===== config.mk =====
export PLATFORM = sky130hd
export DESIGN_NAME = ramp_gen
export DESIGN_NICKNAME = d
export VERILOG_FILES = /design/src/rtl/ramp_gen.sv
export SDC_FILE = /design/constraint.sdc
export NUM_CORES = 1
export LEC_CHECK = 0
export CAP_MARGIN = 20
export CORE_ASPECT_RATIO = 0.75
export CORE_MARGIN = 2
export CORE_UTILIZATION = 28
export CTS_CLUSTER_SIZE = 16
export DETAILED_ROUTE_END_ITERATION = 12
export SYNTH_ARGS = -nofsm -noshare
export SYNTH_HDL_FRONTEND = slang
export SYNTH_SLANG_ARGS = --single-unit

===== constraint.sdc =====
create_clock -name clk -period 4.5 [get_ports clk]
set_input_delay 0.45 -clock clk [delete_from_list [all_inputs] [get_ports clk]]
set_output_delay 0.45 -clock clk [all_outputs]
set_load 0.1 [all_outputs]

===== src/rtl/ramp_gen.sv =====
// Saturating ramp generator: triangle, sawtooth-up and sawtooth-down on a wide
// accumulator, with single-cycle pulses at the peak and floor turn/wrap points.
module ramp_gen #(
  parameter int unsigned ACC_W  = 32,
  parameter int unsigned STEP_W = 8,
  parameter int unsigned OUT_W  = 8
) (
  input  logic              clk,
  input  logic              rst,
  input  logic              enable,
  input  logic [1:0]        mode,
  input  logic [STEP_W-1:0] step,
  input  logic [OUT_W-1:0]  ceiling,
  output logic [OUT_W-1:0]  level,
  output logic              dir,
  output logic              peak_pulse,
  output logic              floor_pulse
);

  localparam int unsigned PAD_W = ACC_W - OUT_W;
  localparam int unsigned SUM_W = ACC_W + 1;

  typedef enum logic [1:0] {
    MODE_TRI  = 2'b00,
    MODE_UP   = 2'b01,
    MODE_DOWN = 2'b10,
    MODE_HOLD = 2'b11
  } mode_e;

  logic [ACC_W-1:0] acc_q, acc_d;
  logic             dir_q, dir_d;
  logic             peak_q, peak_d;
  logic             floor_q, floor_d;

  logic [ACC_W-1:0] top_c;
  logic [ACC_W-1:0] step_ext_c;
  logic [SUM_W-1:0] sum_c;
  logic             advance_c;
  logic             at_top_c;
  logic             at_floor_c;

  // Sum is one bit wider than Acc so the peak compare never sees a wrap.
  assign top_c      = ACC_W'(ceiling) << PAD_W;
  assign step_ext_c = ACC_W'(step);
  assign sum_c      = SUM_W'(acc_q) + SUM_W'(step_ext_c);
  assign at_top_c   = (sum_c >= SUM_W'(top_c));
  assign at_floor_c = (acc_q <= step_ext_c);
  assign advance_c  = enable && (mode != MODE_HOLD) && (step != '0);

  // Next-state logic; pulses default low so they last exactly one cycle.
  always_comb begin
    acc_d   = acc_q;
    dir_d   = dir_q;
    peak_d  = 1'b0;
    floor_d = 1'b0;
    if (advance_c) begin
      case (mode_e'(mode))
        MODE_TRI: begin
          if (dir_q) begin
            if (at_top_c) begin
              acc_d  = top_c;
              dir_d  = 1'b0;
              peak_d = 1'b1;
            end else begin
              acc_d = sum_c[ACC_W-1:0];
            end
          end else begin
            if (at_floor_c) begin
              acc_d   = '0;
              dir_d   = 1'b1;
              floor_d = 1'b1;
            end else begin
              acc_d = acc_q - step_ext_c;
            end
          end
        end
        MODE_UP: begin
          dir_d = 1'b1;
          if (at_top_c) begin
            acc_d  = '0;
            peak_d = 1'b1;
          end else begin
            acc_d = sum_c[ACC_W-1:0];
          end
        end
        MODE_DOWN: begin
          dir_d = 1'b0;
          if (at_floor_c) begin
            acc_d   = top_c;
            floor_d = 1'b1;
          end else begin
            acc_d = acc_q - step_ext_c;
          end
        end
        default: begin
          acc_d = acc_q;
        end
      endcase
    end
  end

  always_ff @(posedge clk or posedge rst) begin
    if (rst) begin
      acc_q   <= '0;
      dir_q   <= 1'b1;
      peak_q  <= 1'b0;
      floor_q <= 1'b0;
    end else begin
      acc_q   <= acc_d;
      dir_q   <= dir_d;
      peak_q  <= peak_d;
      floor_q <= floor_d;
    end
  end

  assign level       = acc_q[ACC_W-1 -: OUT_W];
  assign dir         = dir_q;
  assign peak_pulse  = peak_q;
  assign floor_pulse = floor_q;

endmodule

After elaboration in Yosys (flattened, before gate mapping)
Cells that the tools add are included.
{"block": "word_totals", "word_cells": 34, "out_inout_bits": 11, "reg_bits": 35, "input_bits": 21}
{"block": "classes", "addsub": 2, "order_cmp": 2, "n_mux": 17, "n_eq_ne": 3, "n_reduce_logical": 6}
{"operator": "32-bit two-way mux", "n": 5}
{"operator": "32-bit one-hot mux with 3 select lines", "n": 1}
{"operator": "32-bit by 8-bit adder with 33-bit output", "n": 1}
{"operator": "33-bit by 32-bit >= comparator with 1-bit output", "n": 1}
{"operator": "32-bit by 8-bit <= comparator with 1-bit output", "n": 1}
{"operator": "32-bit by 8-bit subtractor with 32-bit output", "n": 1}
{"operator": "1-bit two-way mux", "n": 8}
{"operator": "8-bit nonzero test", "n": 1}
{"operator": "1-bit one-hot mux with 2 select lines", "n": 2}
{"operator": "1-bit one-hot mux with 3 select lines", "n": 1}
{"operator": "3-bit nonzero test", "n": 1}
{"operator": "2-bit by 1-bit == test with 1-bit output, second input constant", "n": 1}
{"operator": "2-bit == test, second input constant", "n": 1}
{"operator": "1-bit logical AND", "n": 2}
{"operator": "2-bit logical NOT", "n": 1}
{"operator": "2-bit inequality test, second input constant", "n": 1}
{"operator": "2-bit AND reduction", "n": 1}

Depth between registers and ports, before layout
{"block": "logic_depth", "ltp_word": 6, "depth_mapped": 23, "mapped_depth_nobuf": 20}

Worst setup path after synthesis
Ideal clock, no wire load.
{"block": "synth_path", "path_type": "input to register", "startpoint": "in step[0]", "endpoint": "reg acc_q[16]", "t_arrival_ps": 4662, "setup_time_ps": 126, "cell_stages": 22, "path_slack_ps": -288, "required_ps": 4374, "path_buffers": 2, "path_cell_list": "ha_1 > inv_1 > fa_1 > o21bai_2 > a221oi_2 > a211o_1 > buf_2 > nor4b_2 > nand4_1 > xor2_1 > inv_1 > ha_1 > nand4_1 > a211oi_1 > o2111ai_1 > nor4_1 > o2111ai_1 > a2111oi_4 > or3_1 > buf_6 > nor4_1 > a311o_1"}
{"block": "synth_between", "elab_chain_cells": 5, "word_cells_on_any_way": 13, "classes_between": "2 x add/sub; 2 x order compare; 6 x mux; 3 x reduce/logical"}
{"item": "from (decl)", "line": "12", "text": "input logic [STEP_W-1:0] step,"}
{"item": "32-bit by 8-bit adder with 33-bit output", "line": "45", "text": "assign sum_c = SUM_W'(acc_q) + SUM_W'(step_ext_c);"}
{"item": "33-bit by 32-bit >= comparator with 1-bit output", "line": "46", "text": "assign at_top_c = (sum_c >= SUM_W'(top_c));"}
{"item": "32-bit two-way mux", "line": "60", "text": "if (at_top_c) begin"}
{"item": "32-bit two-way mux", "line": "59", "text": "if (dir_q) begin"}
{"item": "32-bit one-hot mux with 3 select lines", "line": "57", "text": "case (mode_e'(mode))"}
{"item": "to (signal assigned)", "line": "104", "text": "acc_q <= '0;"}
{"item": "to (signal assigned)", "line": "109", "text": "acc_q <= acc_d;"}
{"item": "to (decl)", "line": "30", "text": "logic [ACC_W-1:0] acc_q, acc_d;"}
Parallel ways exist; a longest one is shown, timed or not.
A chain may end at the register's enable or synchronous reset.

Worst setup path in the final report
{"block": "layout_path", "startpoint": "reg acc_q[0]", "endpoint": "reg acc_q[3]"}
{"block": "layout_between", "elab_chain_cells": 5, "word_cells_on_any_way": 10, "classes_between": "2 x add/sub; 2 x order compare; 6 x mux"}
{"item": "32-bit by 8-bit adder with 33-bit output", "line": "45"}
{"item": "33-bit by 32-bit >= comparator with 1-bit output", "line": "46"}
{"item": "32-bit two-way mux", "line": "60"}
{"item": "32-bit two-way mux", "line": "59"}
{"item": "32-bit one-hot mux with 3 select lines *", "line": "57"}
Every way passes the cells marked *; elsewhere a longest branch is shown, timed or not.

==> out/qor.yml <==
finish:
  finalNonFillerCells: 899
  layout.nets: 745
  final_cell_mix: "99 x buf_4, 55 x nand2_1, 46 x nor2_1"
  final_area_um2: 6250
  antenna_cells: 0
  multi_input_comb_area_um2: 3620
  regArea_um2: 878
  fillers: 1575
  area_growth_pct: 39.8
  drive_gt1_frac: 0.307
  layout_commonest_cell: "buf_4"
die:
  initial_core_util: 0.290
  fp-row-count: 39
  die_height_um: 113
  core_um2: 15400
  die_w_um: 150
  die-area_um2: 17000
  io_pins: 32
critical_path:
  cp-end-kind: "register"
  path_cells: "ha_4 > inv_2 > fa_2 > o21bai_4 > a221oi_2 > a211o_1 > nor4b_4 > nand4_1 > xor2_1 > inv_1 > ha_4 > nand4_1 > a211oi_2 > o2111ai_2 > nor4_2 > o2111ai_2 > a2111oi_4 > nor3_2 > buf_6 > a221o_1 > a31o_1"
  crit_path_max_incr_delay_ns: 0.40
  crit_slowest_cell: "dfrtp_2"
  path_class: "register to register"
  reg2reg_to: "acc_q[3]$_DFFE_PP0P_"
  ff2ff_setup_slack_ns: -0.23
  cp_data_required_time_ns: 4.68
  r2r_start: "acc_q[0]$_DFFE_PP0P_"
  worst-path-max-fanout: 6
  worstRegToRegCells: 21
  cp.arrival_ns: 4.91
  startpoint: "acc_q[0]$_DFFE_PP0P_"
  cp-endpoint: "acc_q[3]$_DFFE_PP0P_"
  cp-start-kind: "register"
drt:
  drt-total-wl_um: 16400
  wl_per_cell_um: 18.2
  dr.pass1.iters: 5
  viasPerCell: 5.65
  drc_errors: 0
  drt_iter0_markers: 504
  antenna_left: 0
  vias: 5083
sta:
  period_needed_ns: 4.73
  grt_setup_unrepaired: "yes"
  fin_ws_ns: -0.233
  final-setup-viol-count: 29
  timing.fmax_mhz: 211
  slew_headroom: 0.346
  hold_viol_final: 0
  drv_slew: 0
  period_share: 1.05
  worstMarginPinSlew_ns: 0.978
  skew_ns: 0.00692
grt:
  globalRouteTotalUtil: 0.191
  grt_remaining_overflow: 0
  antenna_found_initial: 0
  grt_pass1_wl_um: 25700
  grt_pass1_vias: 4726
  grt_max_degree: 36
synth:
  synthCells: 596
  synth_area_per_cell_um2: 7.51
  synth-main-ff-cell: "dfrtp_1"
  synth_edf_count: 0
  synth-seq-cells: 35
  syn-num-nets: 648
  syn_area_um2: 4470
  synth.distinct_cells: 79
  ys_warn_count: 0
  seq_area_frac_synth: 0.196
  synthArstFlopShare: 1.00
job:
  drv_cap: 0
placement:
  dp.cells: 871
  dpl_cell_area_um2: 5550
  gp_congestion: 0.938
  io_buffers: 31
  post-place-ws_ns: -0.848
  place_hpwl_um: 12100
power_and_ir_drop:
  peakVddDrop_mv: 0.182
  p_leak_nw: 2.57
  power_w: 0.00334
  power.density_nw_per_um2: 534
worst_hold_path:
  hold_path.class: "primary input to async pin"
clock_network:
  clockBufferDepth: 2
  clock-sinks: 35
  clk_latency_ns: 0.29
  tritoncts: "yes"
  ctsHoldBuffers: 0
  cts_root_buf: "clkbuf_16"
  cts_buffers: 5
  htree_num_levels: 2
  clk_pin_slew_ns: 0.06
outcome:
  outcome: "complete, but fails checks"
  violations: "setup timing"
[how the worst min path moves through the flow]
| stage | to | cells past startpoint |
|---|---|---|
| 3_3_place_gp | acc_q[2]$_DFFE_PP0P_ | 2 |
| 6_report | acc_q[26]$_DFFE_PP0P_ | 3 |
| 3_5_place_dp | acc_q[2]$_DFFE_PP0P_ | 2 |
| 2_1_floorplan | acc_q[2]$_DFFE_PP0P_ | 2 |
| 4_1_cts | acc_q[2]$_DFFE_PP0P_ | 2 |
| 5_1_grt | dir$_DFFE_PP1P_ | 1 |
[area by class of cell]
| cell class | instances | share of cell area |
|---|---|---|
| multi-input combinational | 474 | 0.579 |
| inverter | 34 | 0.0208 |
| clock buffer | 8 | 0.0250 |
| timing repair buffer | 143 | 0.194 |
| sequential | 35 | 0.140 |
| tap | 205 | 0.0410 |
[timing repair]
| action | in CTS | in global routing |
|---|---|---|
| pin swaps | 24 | 39 |
| gates resized for setup | 46 | 53 |
| gates cloned | 0 | 0 |
| setup endpoints to repair | 34 | 34 |
| buffers inserted | 13 | 9 |
[flip-flops by register name, summed over array words and instances, names as in the netlist]
signal / cells
peak_pulse: 1
floor_pulse: 1
acc_q: 32
dir: 1
[worst max-delay path, delay by kind of cell, from the launching register on]
family,cells,cell delay (ns)
AO/OA/AOI/OAI,9,1.96
buffers and inverters,3,0.31
AND/OR/NAND/NOR,5,0.90
adder cells (fa/ha/maj),3,0.80
flip-flops,1,0.40
XOR/XNOR,1,0.25
[cell families (layout without fill, tap and decap cells)]
family                   after synthesis  after routing  synth area share
AO/OA/AOI/OAI                        180            180             0.299
XOR/XNOR                              18             18            0.0352
adder cells (fa/ha/maj)               31             31            0.0900
buffers and inverters                 87            185            0.0875
flip-flops                            35             35             0.196
multiplexers                           5              5            0.0115
AND/OR/NAND/NOR                      240            240             0.281
[per-layer routing]
layer	track usage	wire, µm
met1	0.302	8140
met4	0.0321	148
met2	0.264	6550
met5	0	0
met3	0.0416	1550
[cells in the mapped netlist, types with 10 or more instances]
master / instances / share of area
ha_1: 29 / 0.081
xnor2_1: 12 / 0.023
o21ai_0: 37 / 0.041
clkbuf_1: 28 / 0.023
a21oi_1: 38 / 0.043
buf_2: 13 / 0.015
nand4_1: 12 / 0.017
nor2_1: 51 / 0.043
a31oi_1: 11 / 0.015
nor3_1: 25 / 0.028
nor4_1: 10 / 0.014
and3_1: 11 / 0.015
dfrtp_1: 34 / 0.19
nand3_1: 17 / 0.019
inv_1: 34 / 0.029
nand2_1: 60 / 0.050
[stage by stage]
step | util | TNS, ns | hold slack, ns
final | 0.406 | -3.52 | 0.588
after global routing | 0.406 | -12.28 | 0.604
after CTS | 0.388 | -3.83 | 0.597
after detailed placement | 0.360 | -22.13 | 0.527
after global placement | 0.360 | -17.29 | 0.535
after floorplan | - | 0 | 0.479
[power by group]
group | internal, W | switching (W) | leakage [nW]
Combinational | 0.00101 | 0.00137 | 2.05
Sequential | 0.000426 | 0.000149 | 0.441
Clock | 0.000236 | 0.000148 | 0.0772
Total | 0.00168 | 0.00167 | 2.57
Note: power is estimated with default switching activity, not from simulation.
